<file path="config.mk">
export PLATFORM = sky130hd
export DESIGN_NAME = imem_loader
export DESIGN_NICKNAME = d
export VERILOG_FILES = /design/src/rtl/simplerv_pkg.sv /design/src/rtl/imem_loader_word_assembler.sv /design/src/rtl/imem_loader.sv
export SDC_FILE = /design/constraint.sdc
export NUM_CORES = 1
export LEC_CHECK = 0
export ABC_AREA = 1
export CAP_MARGIN = 10
export CORE_ASPECT_RATIO = 1.4
export CORE_MARGIN = 4
export CORE_UTILIZATION = 52
export DETAILED_ROUTE_END_ITERATION = 10
export MAX_ROUTING_LAYER = met4
export PLACE_DENSITY = 0.8
export REMOVE_ABC_BUFFERS = 1
export SYNTH_ARGS = -nofsm -noshare
export SYNTH_HDL_FRONTEND = slang
export SYNTH_HIERARCHICAL = 1
export SYNTH_SLANG_ARGS = --single-unit
export TNS_END_PERCENT = 100
</file>
<file path="constraint.sdc">
create_clock -name clk -period 3.5 [get_ports clk]
set_clock_uncertainty 0.15 [all_clocks]
set_input_delay 0.7 -clock clk [delete_from_list [all_inputs] [get_ports clk]]
set_output_delay 0.7 -clock clk [all_outputs]
set_load 0.05 [all_outputs]
</file>
<file path="src/rtl/simplerv_pkg.sv">
// simplerv_pkg: shared loader state encoding and stream framing constants.
package simplerv_pkg;
    typedef enum logic [2:0] {S_HDR, S_LOAD, S_CHK, S_DONE, S_ERR} load_state_t;
    localparam int HDR_BYTES      = 4;
    localparam int BYTES_PER_WORD = 4;
endpackage

</file>
<file path="src/rtl/imem_loader_word_assembler.sv">
// word_assembler: packs a little-endian byte stream into 32-bit words.
module word_assembler
    import simplerv_pkg::*;
(
    input  logic        clk,
    input  logic        rst,
    input  logic        clr,
    input  logic        take,
    input  logic [7:0]  data,
    output logic        word_valid,
    output logic [31:0] word
);
    logic [1:0]  cnt;
    logic [23:0] lo;
    assign word_valid = take && cnt == 2'(BYTES_PER_WORD - 1);
    // Bytes enter at the top and shift down, so byte 0 ends up in [7:0].
    assign word = {data, lo};
    always_ff @(posedge clk or posedge rst) begin
        if (rst) begin
            cnt <= '0;
            lo  <= '0;
        end else if (clr) begin
            cnt <= '0;
            lo  <= '0;
        end else if (take) begin
            cnt <= cnt + 2'd1;
            lo  <= {data, lo[23:8]};
        end
    end
endmodule

</file>
<file path="src/rtl/imem_loader.sv">
// imem_loader: streams a length-prefixed image into instruction memory, holding the CPU until done.
// Define IMEM_LOADER_CHECKSUM_EN to require a trailing XOR checksum byte.
module imem_loader
    import simplerv_pkg::*;
#(
    parameter int ADDR_WIDTH = 12
) (
    input  logic                  clk,
    input  logic                  rst,
    input  logic                  in_valid,
    input  logic [7:0]            in_data,
    output logic                  in_ready,
    input  logic                  reload,
    output logic                  mem_we,
    output logic [31:0]           mem_addr,
    output logic [31:0]           mem_wdata,
    output logic                  cpu_hold,
    output logic                  done,
    output logic                  err,
    output logic [ADDR_WIDTH:0]   words_loaded
);
    localparam logic [32:0] CAP = 33'd1 << ADDR_WIDTH;
`ifdef IMEM_LOADER_CHECKSUM_EN
    localparam load_state_t S_FIN = S_CHK;
    logic [7:0] csum;
`else
    localparam load_state_t S_FIN = S_DONE;
`endif
    load_state_t         state, state_nxt;
    logic                take, word_valid;
    logic [31:0]         word;
    logic [ADDR_WIDTH:0] n, wl_inc;

    assign in_ready = state inside {S_HDR, S_LOAD, S_CHK};
    assign cpu_hold = state != S_DONE;
    assign done     = state == S_DONE;
    assign err      = state == S_ERR;
    // A byte arriving with reload is dropped.
    assign take     = in_valid && in_ready && !reload;
    assign wl_inc   = words_loaded + 1'b1;

    word_assembler u_asm (
        .clk        (clk),
        .rst        (rst),
        .clr        (reload),
        .take       (take && (state == S_HDR || state == S_LOAD)),
        .data       (in_data),
        .word_valid (word_valid),
        .word       (word)
    );

    always_ff @(posedge clk or posedge rst) begin
        if (rst) state <= S_HDR;
        else     state <= state_nxt;
    end

    always_comb begin
        state_nxt = state;
        if (reload) state_nxt = S_HDR;
        else case (state)
            S_HDR:  if (word_valid) state_nxt = word == 32'd0 ? S_FIN : ({1'b0, word} > CAP ? S_ERR : S_LOAD);
            S_LOAD: if (word_valid && wl_inc == n) state_nxt = S_FIN;
`ifdef IMEM_LOADER_CHECKSUM_EN
            S_CHK:  if (take) state_nxt = in_data == csum ? S_DONE : S_ERR;
`endif
            default: ;
        endcase
    end

    always_ff @(posedge clk or posedge rst) begin
        if (rst) begin
            mem_we       <= 1'b0;
            mem_addr     <= '0;
            mem_wdata    <= '0;
            words_loaded <= '0;
            n            <= '0;
        end else begin
            mem_we <= 1'b0;
            if (reload) begin
                words_loaded <= '0;
                n            <= '0;
            end else if (word_valid && state == S_HDR) begin
                // Oversized counts go to ERR, so truncation here is harmless.
                n <= word[ADDR_WIDTH:0];
            end else if (word_valid && state == S_LOAD) begin
                mem_we       <= 1'b1;
                mem_addr     <= 32'({words_loaded[ADDR_WIDTH-1:0], 2'b00});
                mem_wdata    <= word;
                words_loaded <= wl_inc;
            end
        end
    end

`ifdef IMEM_LOADER_CHECKSUM_EN
    always_ff @(posedge clk or posedge rst) begin
        if (rst)                          csum <= '0;
        else if (reload)                  csum <= '0;
        else if (take && state == S_LOAD) csum <= csum ^ in_data;
    end
`endif
endmodule

</file>
Word-level counts from Yosys, hierarchy flattened --
Index checks and enable logic that the tools add are counted. W data, S select, Z words.
Storage, ports and cells: register bits 100, bits of input ports 12, output and inout port bits 82, logic and storage cells 60
Cells by class: add/subtract/negate cells 2, order comparisons 1, equal/unequal tests 10, mux-type cells 18, bitwise operators 2, reductions and logical operators 19
Operator list (count):
- $mux W13 | 5
- $mux W24 | 2
- $gt A32 B13 Y1 const B | 1
- $logic_not A32 Y1 | 1
- $mux W3 | 5
- $add A13 B1 Y13 const B | 1
- $eq A13 B13 Y1 | 1
- $logic_and A1 B1 Y1 | 7
- $eq A3 B2 Y1 const B | 2
- $ne A3 B2 Y1 const B | 2
- $pmux W3 S2 | 1
- $reduce_and A3 Y1 | 2
- $reduce_bool A2 Y1 | 3
- $reduce_bool A3 Y1 | 2
- $mux W2 | 2
- $eq A3 B1 Y1 const B | 1
- $eq A3 B3 Y1 const B | 1
- $logic_not A3 Y1 | 1
- $mux W1 | 3
- $ne A3 B3 Y1 const B | 1
- $add A2 B1 Y2 const B | 1
- $eq A2 B2 Y1 const B | 1
- $ne A2 B2 Y1 const B | 1
- $not A1 Y1 | 2
- other kinds (3) | 3

Logic depth before layout (Yosys ltp) --
Gate-level depths: netlist of run 1.
depth after elaboration 10, gate-level depth with buffers 18, depth with buffers taken out 16

By module --
Netlist of run 1, hierarchy kept.
Modules (own cells, without submodules):
- imem_loader | instances 1, cells an instance 468, area an instance 3677.3 um^2, sequential area each 1851.8 um^2
- word_assembler | instances 1, cells an instance 126, area an instance 1132.3 um^2, sequential area each 650.6 um^2

Least setup slack after synthesis of run 1 --
Ideal clock, no wire load.
path kind register to output, start reg state[1], end out cpu_hold, arrival 2.162 ns, setup slack 0.488 ns, cell stages (with the launch flop) 4, path buffers 0, cell sequence dfrtp_1 > inv_1 > nor3_1 > inv_1
On the way: cells in the longest elaborated chain, start to end 1
RTL lines:
- start: declaration | line imem_loader.sv:29 | load_state_t state, state_nxt;
- start signal: assignment | line imem_loader.sv:54 | else state <= state_nxt;
- $ne A3 B2 Y1 | line imem_loader.sv:35 | assign cpu_hold = state != S_DONE;
- end: declaration | line imem_loader.sv:17 | output logic cpu_hold,
Every way passes these cells.

Worst setup path in the final report of run 1 --
start reg state[1], end out done
On the way: cells in the longest elaborated chain, start to end 1
RTL lines:
- $eq A3 B2 Y1 | line imem_loader.sv:36 | assign done = state == S_DONE;
- end: declaration | line imem_loader.sv:18 | output logic done,
Every way passes these cells.

==> metrics.csv, run 1 <==
stage,metric,value,unit
setup_path,delay of the slowest critical-path stage,0.86,ns
synth,"area leader, netlist",dfrtp_1,
global_route,initial antenna violation count,0,
placement,Port Buffers,73,
cells_and_area,Final Util,64.3,%
synth,Mapped Area,0.00481,sq mm
synth,synthesized area per cell,8.10,sq um
synth,top post-synthesis cells by area,"dfrtp_1 (52%), nand2_1 (16%), nand3_1 (7.1%)",
clocking,# resized after CTS,0,
drt,Via density,5.33,
setup_path,nature of the critical path endpoint,output pin,
power,PwrDens,409,mW/mm^2
drt,final wirelength,11.1,mm
clocking,CTS max path bufs,2,
placement,pre-CTS setup slack,0.638,ns
global_route,grt ovf,0,
die,Die Ht,122,um
synth,Main synth FF type,dfrtp_1,
synth,post-synth cell types,30,
setup_path,CP Depth,3,
synth,cell with the most instances after synthesis,nand2_1,
global_route,first-pass GRT wire length,18.5,mm
cells_and_area,"Design Area, Final",0.00580,sq mm
synth,Mapped Cells,594,
sta,fmax,0.349,GHz
synth,simple-gate share of the synthesized area,30.1,%
setup_path,required time of the critical path,2.65,ns
setup_path,Worst Path Buf+Inv,2,
setup_path,crit path DAT,2.01,ns
sta,Slew Limit Fails,0,
setup_path,crit-path leading delay family,buffers and inverters,
die,Chip Width,89.3,um
sta,Worst-Margin Slew,0.956,ns
clocking,Worst-Skew Late Latency,0.35,ns
global_route,gr usage total,22.4,%
drt,DRC Markers,0,
setup_path,Critical-path top delay cell,clkdlybuf4s50_1,
clocking,"CTS clk-pin slew, worst paths",0.06,ns
sta,Tmin final,2.86,ns
power,maximum VDD drop,0.000313,V
sta,RSZ-0062 raised after global routing,false,
placement,Final GP Congestion,0.879,
synth,share of the synthesized area in the top cell type,52.0,%
synth,sequential fraction of the synthesis area,52.0,%
sta,Hold Fails Final Rpt,0,
cells_and_area,fraction of layout cells with a size suffix above 1,6.37,%
clocking,cts bufs inserted,9,
min_path,Hold Path Class,flop to flop,
synth,Synth Area in Compound Gates,6.22,%
setup_path,CP Class,flop to output pin,
sta,worst hold slack,0.322,ns
global_route,largest net degree at the start of global routing,75,
clocking,TritonCTS sink count,100,
sta,Final Cycle Share,81.8,%
sta,"Setup violations, final",0,
drt,DR iter-0 viols,255,
setup_path,CP startpoint kind,flop,
setup_path,crit-path cells,"inv_1, nor3_1, clkdlybuf4s50_1",
clocking,CTS root buf,clkbuf_16,
synth,Commonest cells post-synth,"nand2_1 (206), dfrtp_1 (100), nand3_1 (68)",
setup_path,R2R cell count,14,
cells_and_area,area grow syn2layout,20.7,%
drt,detailed-route via count,4079,
placement,placed cell areas,0.00548,sq mm
clocking,htree depth,3,
clocking,setup bufs post-CTS,0,
die,row count,41,
synth,post-synthesis register bit count,100,
drt,DRT antenna net count,0,
synth,main combinational cell family by area after synthesis,simple AND/OR/NAND/NOR gates,
drt,Routed WL per cell,14.5,um
synth,post-synthesis mux area share,0,%
global_route,vias in the first global route,3997,
synth,YS warnings,6,
die,Core Region,0.00903,sq mm
synth,xor/xnor cell area share of the yosys netlist,0,%
cells_and_area,Nets,668,
power,P_leak,2.83,nW
placement,DP Wirelength,7.87,mm
die,I/O Pins,94,
clocking,CTS tree,done,
setup_path,worst-path maximum fanout,7,
synth,Adder-Cell Fraction of Synth Area,0.520,%
min_path,Hold Path Depth,2,
power,overall power,2.37,mW
clocking,Post-CTS Hold Fix Bufs,0,
cells_and_area,n_diodes,0,
die,Initial Util,53.3,%
synth,number of synthesized flops with an enable pin,0,
sta,setup slack after layout,0.637,ns
flow_run,Max Cap Viol,0,
status,status,finished clean,
drt,total iterations of the first detailed-routing run,5,
synth,ys async rst share,100,%
sta,relative slew slack,36.2,%
die,Die Area,0.0109,sq mm
## tightest hold or removal path, stage by stage, from the launching register on
cell and delay [ns]:
dfrtp_1 0.34, nand2_1 0.05, nand2_1 0.04
## registers in the layout, indices dropped and copies added (netlist names)
signal	flops
mem_addr	12
mem_wdata	32
mem_we	1
n	13
state	3
u_asm/cnt	2
u_asm/lo	24
words_loaded	13
## cell usage in the layout (no fill, tap or decap), types with 10 or more instances in the layout
cell type        count
clkdlybuf4s50_1     73
nor2_1              25
nand4_1             10
o21ai_0             30
nand3_1             68
conb_1              20
dfrtp_1            100
nand2_1            206
o22ai_1             15
inv_1               47
## kinds of logic (layout without fill, tap and decap cells)
family / Yosys count / count (layout)
other cells: 1 / 20
compound gates: 55 / 55
flops: 100 / 100
fa+ha+maj: 2 / 2
buf+inv: 103 / 149
simple gates: 333 / 333
## per-layer routing
layer / GRT usage [%] / share of wire [%]
met5: - / 0
met4: 9.40 / 3.1
met3: 3.45 / 5.3
met2: 37.1 / 53
met1: 26.8 / 39
## worst paths after layout
kind                            startpoint            end  slack [ns]
min in group asynchronous              rst  mem_wdata[15]        0.63
min reg2reg                    u_asm/lo[4]    u_asm/lo[4]        0.32
max in group asynchronous              rst   u_asm/lo[11]        1.83
max reg2reg                words_loaded[0]       state[1]        1.07
max                               state[1]           done        0.64
min                            u_asm/lo[4]    u_asm/lo[4]        0.32
## layout make-up
| cell class | instances | area (sq um) |
|---|---|---|
| fill | 769 | 3220 |
| sequential | 100 | 2500 |
| multi-input combinational | 410 | 1850 |
| timing repair buffer | 79 | 788 |
| clock buffer | 13 | 280 |
| inverter | 54 | 203 |
| tap | 107 | 134 |
| clock inverter | 3 | 42.5 |
## report_power, final
group          total, mW  internal, mW  switching [mW]
logic              0.149        0.0302           0.119
registers           1.17          1.16         0.00977
clock network       1.05         0.631           0.421
## metrics by stage
step / cells / setup TNS [ns]
global placement: 750 / 0
global route: 766 / 0
CTS: 766 / 0
floorplan: 564 / -78.97
detailed placement: 750 / 0
finish: 766 / 0
(Power assumes the default switching activity.)
==> inputs of run 2 (changes only) <==
--- a/config.mk
+++ b/config.mk
@@ -9,10 +9,10 @@
 export CAP_MARGIN = 10
 export CORE_ASPECT_RATIO = 1.4
 export CORE_MARGIN = 4
-export CORE_UTILIZATION = 52
+export CORE_UTILIZATION = 47
 export DETAILED_ROUTE_END_ITERATION = 10
 export MAX_ROUTING_LAYER = met4
-export PLACE_DENSITY = 0.8
+export PLACE_DENSITY = 0.76
 export REMOVE_ABC_BUFFERS = 1
 export SYNTH_ARGS = -nofsm -noshare
 export SYNTH_HDL_FRONTEND = slang
==> constraint.sdc (replaced) <==
create_clock -name clk -period 2.6 [get_ports clk]
set_clock_uncertainty 0.15 [all_clocks]
set_input_delay 0.52 -clock clk [delete_from_list [all_inputs] [get_ports clk]]
set_output_delay 0.52 -clock clk [all_outputs]
set_load 0.05 [all_outputs]
==> run 2 against run 1 <==
  * Design area increased by 1.2%
  * Largest power group unchanged
  * Cell count increased by 4.2%
  * Sequential cell count unchanged
  * Non-clock buffer count increased by 4
==> metrics.csv, run 2 (synthesis results as in run 1) <==
stage,metric,value,unit
drt,total iterations of the first detailed-routing run,5,
cells_and_area,Nets,672,
min_path,Hold Path Class,flop to flop,
placement,Final GP Congestion,0.844,
setup_path,worst-path maximum fanout,7,
sta,fmax,0.409,GHz
drt,routed wl met2,5.94,mm
sta,Fin Setup TNS,0,ns
clocking,CTS tree,done,
global_route,initial antenna violation count,0,
placement,placed cell areas,0.00555,sq mm
cells_and_area,max reg flops,32,
die,row count,43,
power,P_leak,2.86,nW
setup_path,required time of the critical path,1.93,ns
drt,DRT antenna net count,0,
sta,Tmin final,2.45,ns
setup_path,delay of the slowest critical-path stage,0.82,ns
clocking,setup bufs post-CTS,0,
clocking,"CTS clk-pin slew, worst paths",0.06,ns
power,Sw Pwr,0.736,mW
drt,highest routed metal layer,met4,
drt,met3 wire len,471,um
power,sw frac,23.1,%
clocking,htree depth,3,
cells_and_area,"commonest non-fill, non-tap cell in the layout",nand2_1,
sta,Hold Fails Final Rpt,0,
cells_and_area,"Design Area, Final",0.00587,sq mm
clocking,TritonCTS sink count,100,
power,Reg power frac,49.6,%
cells_and_area,n_diodes,0,
die,Die Ht,128,um
sta,RSZ-0062 raised after global routing,false,
power,maximum VDD drop,0.000347,V
status,status,finished clean,
sta,relative slew slack,63.6,%
power,PwrDens,542,mW/mm^2
power,overall power,3.18,mW
setup_path,nature of the critical path endpoint,output pin,
placement,DP Wirelength,7.98,mm
global_route,largest net degree at the start of global routing,75,
cells_and_area,area grow syn2layout,22.1,%
sta,Slew Limit Fails,0,
placement,Port Buffers,73,
die,Die Area,0.0119,sq mm
clocking,Post-CTS Hold Fix Bufs,0,
clocking,Worst-Skew Late Latency,0.34,ns
setup_path,Critical-path top delay cell,clkdlybuf4s50_1,
power,cell internal pwr,2.45,mW
sta,Worst-Margin Slew,0.544,ns
global_route,first-pass GRT wire length,18.1,mm
placement,# placed instances,782,
clocking,# resized after CTS,0,
clocking,cts bufs inserted,9,
setup_path,crit-path cells,"a21oi_1, clkdlybuf4s50_1",
sta,"Setup violations, final",0,
global_route,grt ovf,0,
setup_path,CP startpoint kind,flop,
drt,detailed-route via count,4000,
die,I/O Pins,94,
drt,Via density,5.01,
clocking,CTS root buf,clkbuf_16,
global_route,vias in the first global route,3885,
drt,final wirelength,11.2,mm
power,Comb pwr share,6.3,%
setup_path,CP Class,flop to output pin,
drt,Routed WL per cell,14.0,um
drt,DRC Markers,0,
flow_run,Max Cap Viol,0,
clocking,CTS max path bufs,2,
die,Initial Util,48.3,%
cells_and_area,Reg with most FFs,mem_wdata,
die,Chip Width,93.5,um
setup_path,crit path DAT,1.78,ns
cells_and_area,fraction of layout cells with a size suffix above 1,7.39,%
cells_and_area,"non-filler cells, final",798,
drt,DR iter-0 viols,282,
cells_and_area,most frequent cells in the layout,"nand2_1 (206), dfrtp_1 (99), clkdlybuf4s50_1 (70)",
die,Core Region,0.00995,sq mm
sta,Final Cycle Share,94.1,%
cells_and_area,largest registers in the final layout,"mem_wdata x32, u_asm/lo x24",
cells_and_area,Final Util,59.0,%
global_route,gr usage total,19.7,%
drt,M1 WL,4.50,mm
power,clock power share,44.0,%
## run 2: power by group through the flow
stage	sequential, mW	clock (mW)	combinational, mW
2_1_floorplan	1.60	0	0.142
3_3_place_gp	1.61	0	0.199
3_5_place_dp	1.61	0	0.203
4_1_cts	1.58	1.43	0.204
5_1_grt	1.58	1.49	0.219
6_report	1.58	1.40	0.202
## run 2: metal layers
| metal | track usage (%) | vias to the layer above |
|---|---|---|
| li1 | - | 1990 |
| met3 | 2.17 | 19 |
| met5 | - | - |
| met2 | 35.0 | 134 |
| met4 | 7.94 | 0 |
| met1 | 22.4 | 1857 |
## run 2: final cells by class
type / instances / area [sq um]
clock buffer: 9 / 225
clock inverter: 7 / 91.3
fill: 874 / 4080
inverter: 54 / 203
multi-input combinational: 410 / 1850
sequential: 100 / 2500
tap: 135 / 169
timing repair buffer: 83 / 828
## run 2: critical path: cells and delay by family (launching register included)
| kind | cells | cell delay [ns] |
|---|---|---|
| buf+inv | 1 | 0.82 |
| flops | 1 | 0.47 |
| compound gates | 1 | 0.16 |
## run 2: worst paths after layout
check	startpoint	to	slack (ns)	cells past startpoint
max	state[2]	in_ready	0.15	2
min	mem_wdata[24]	mem_wdata[24]	0.32	2
max reg2reg	words_loaded[0]	state[2]	0.19	14
min reg2reg	mem_wdata[24]	mem_wdata[24]	0.32	2
max in group asynchronous	rst	state[0]	1.52	3
min in group asynchronous	rst	u_asm/lo[23]	0.45	3
## run 2: per-stage QoR
step | setup slack [ns] | hold slack (ns)
after detailed placement | 0.00482 | 0.308
after CTS | 0.0454 | 0.323
after floorplan | -2.16 | 0.292
after global placement | 0.120 | 0.305
after global routing | 0.0479 | 0.346
final | 0.153 | 0.320
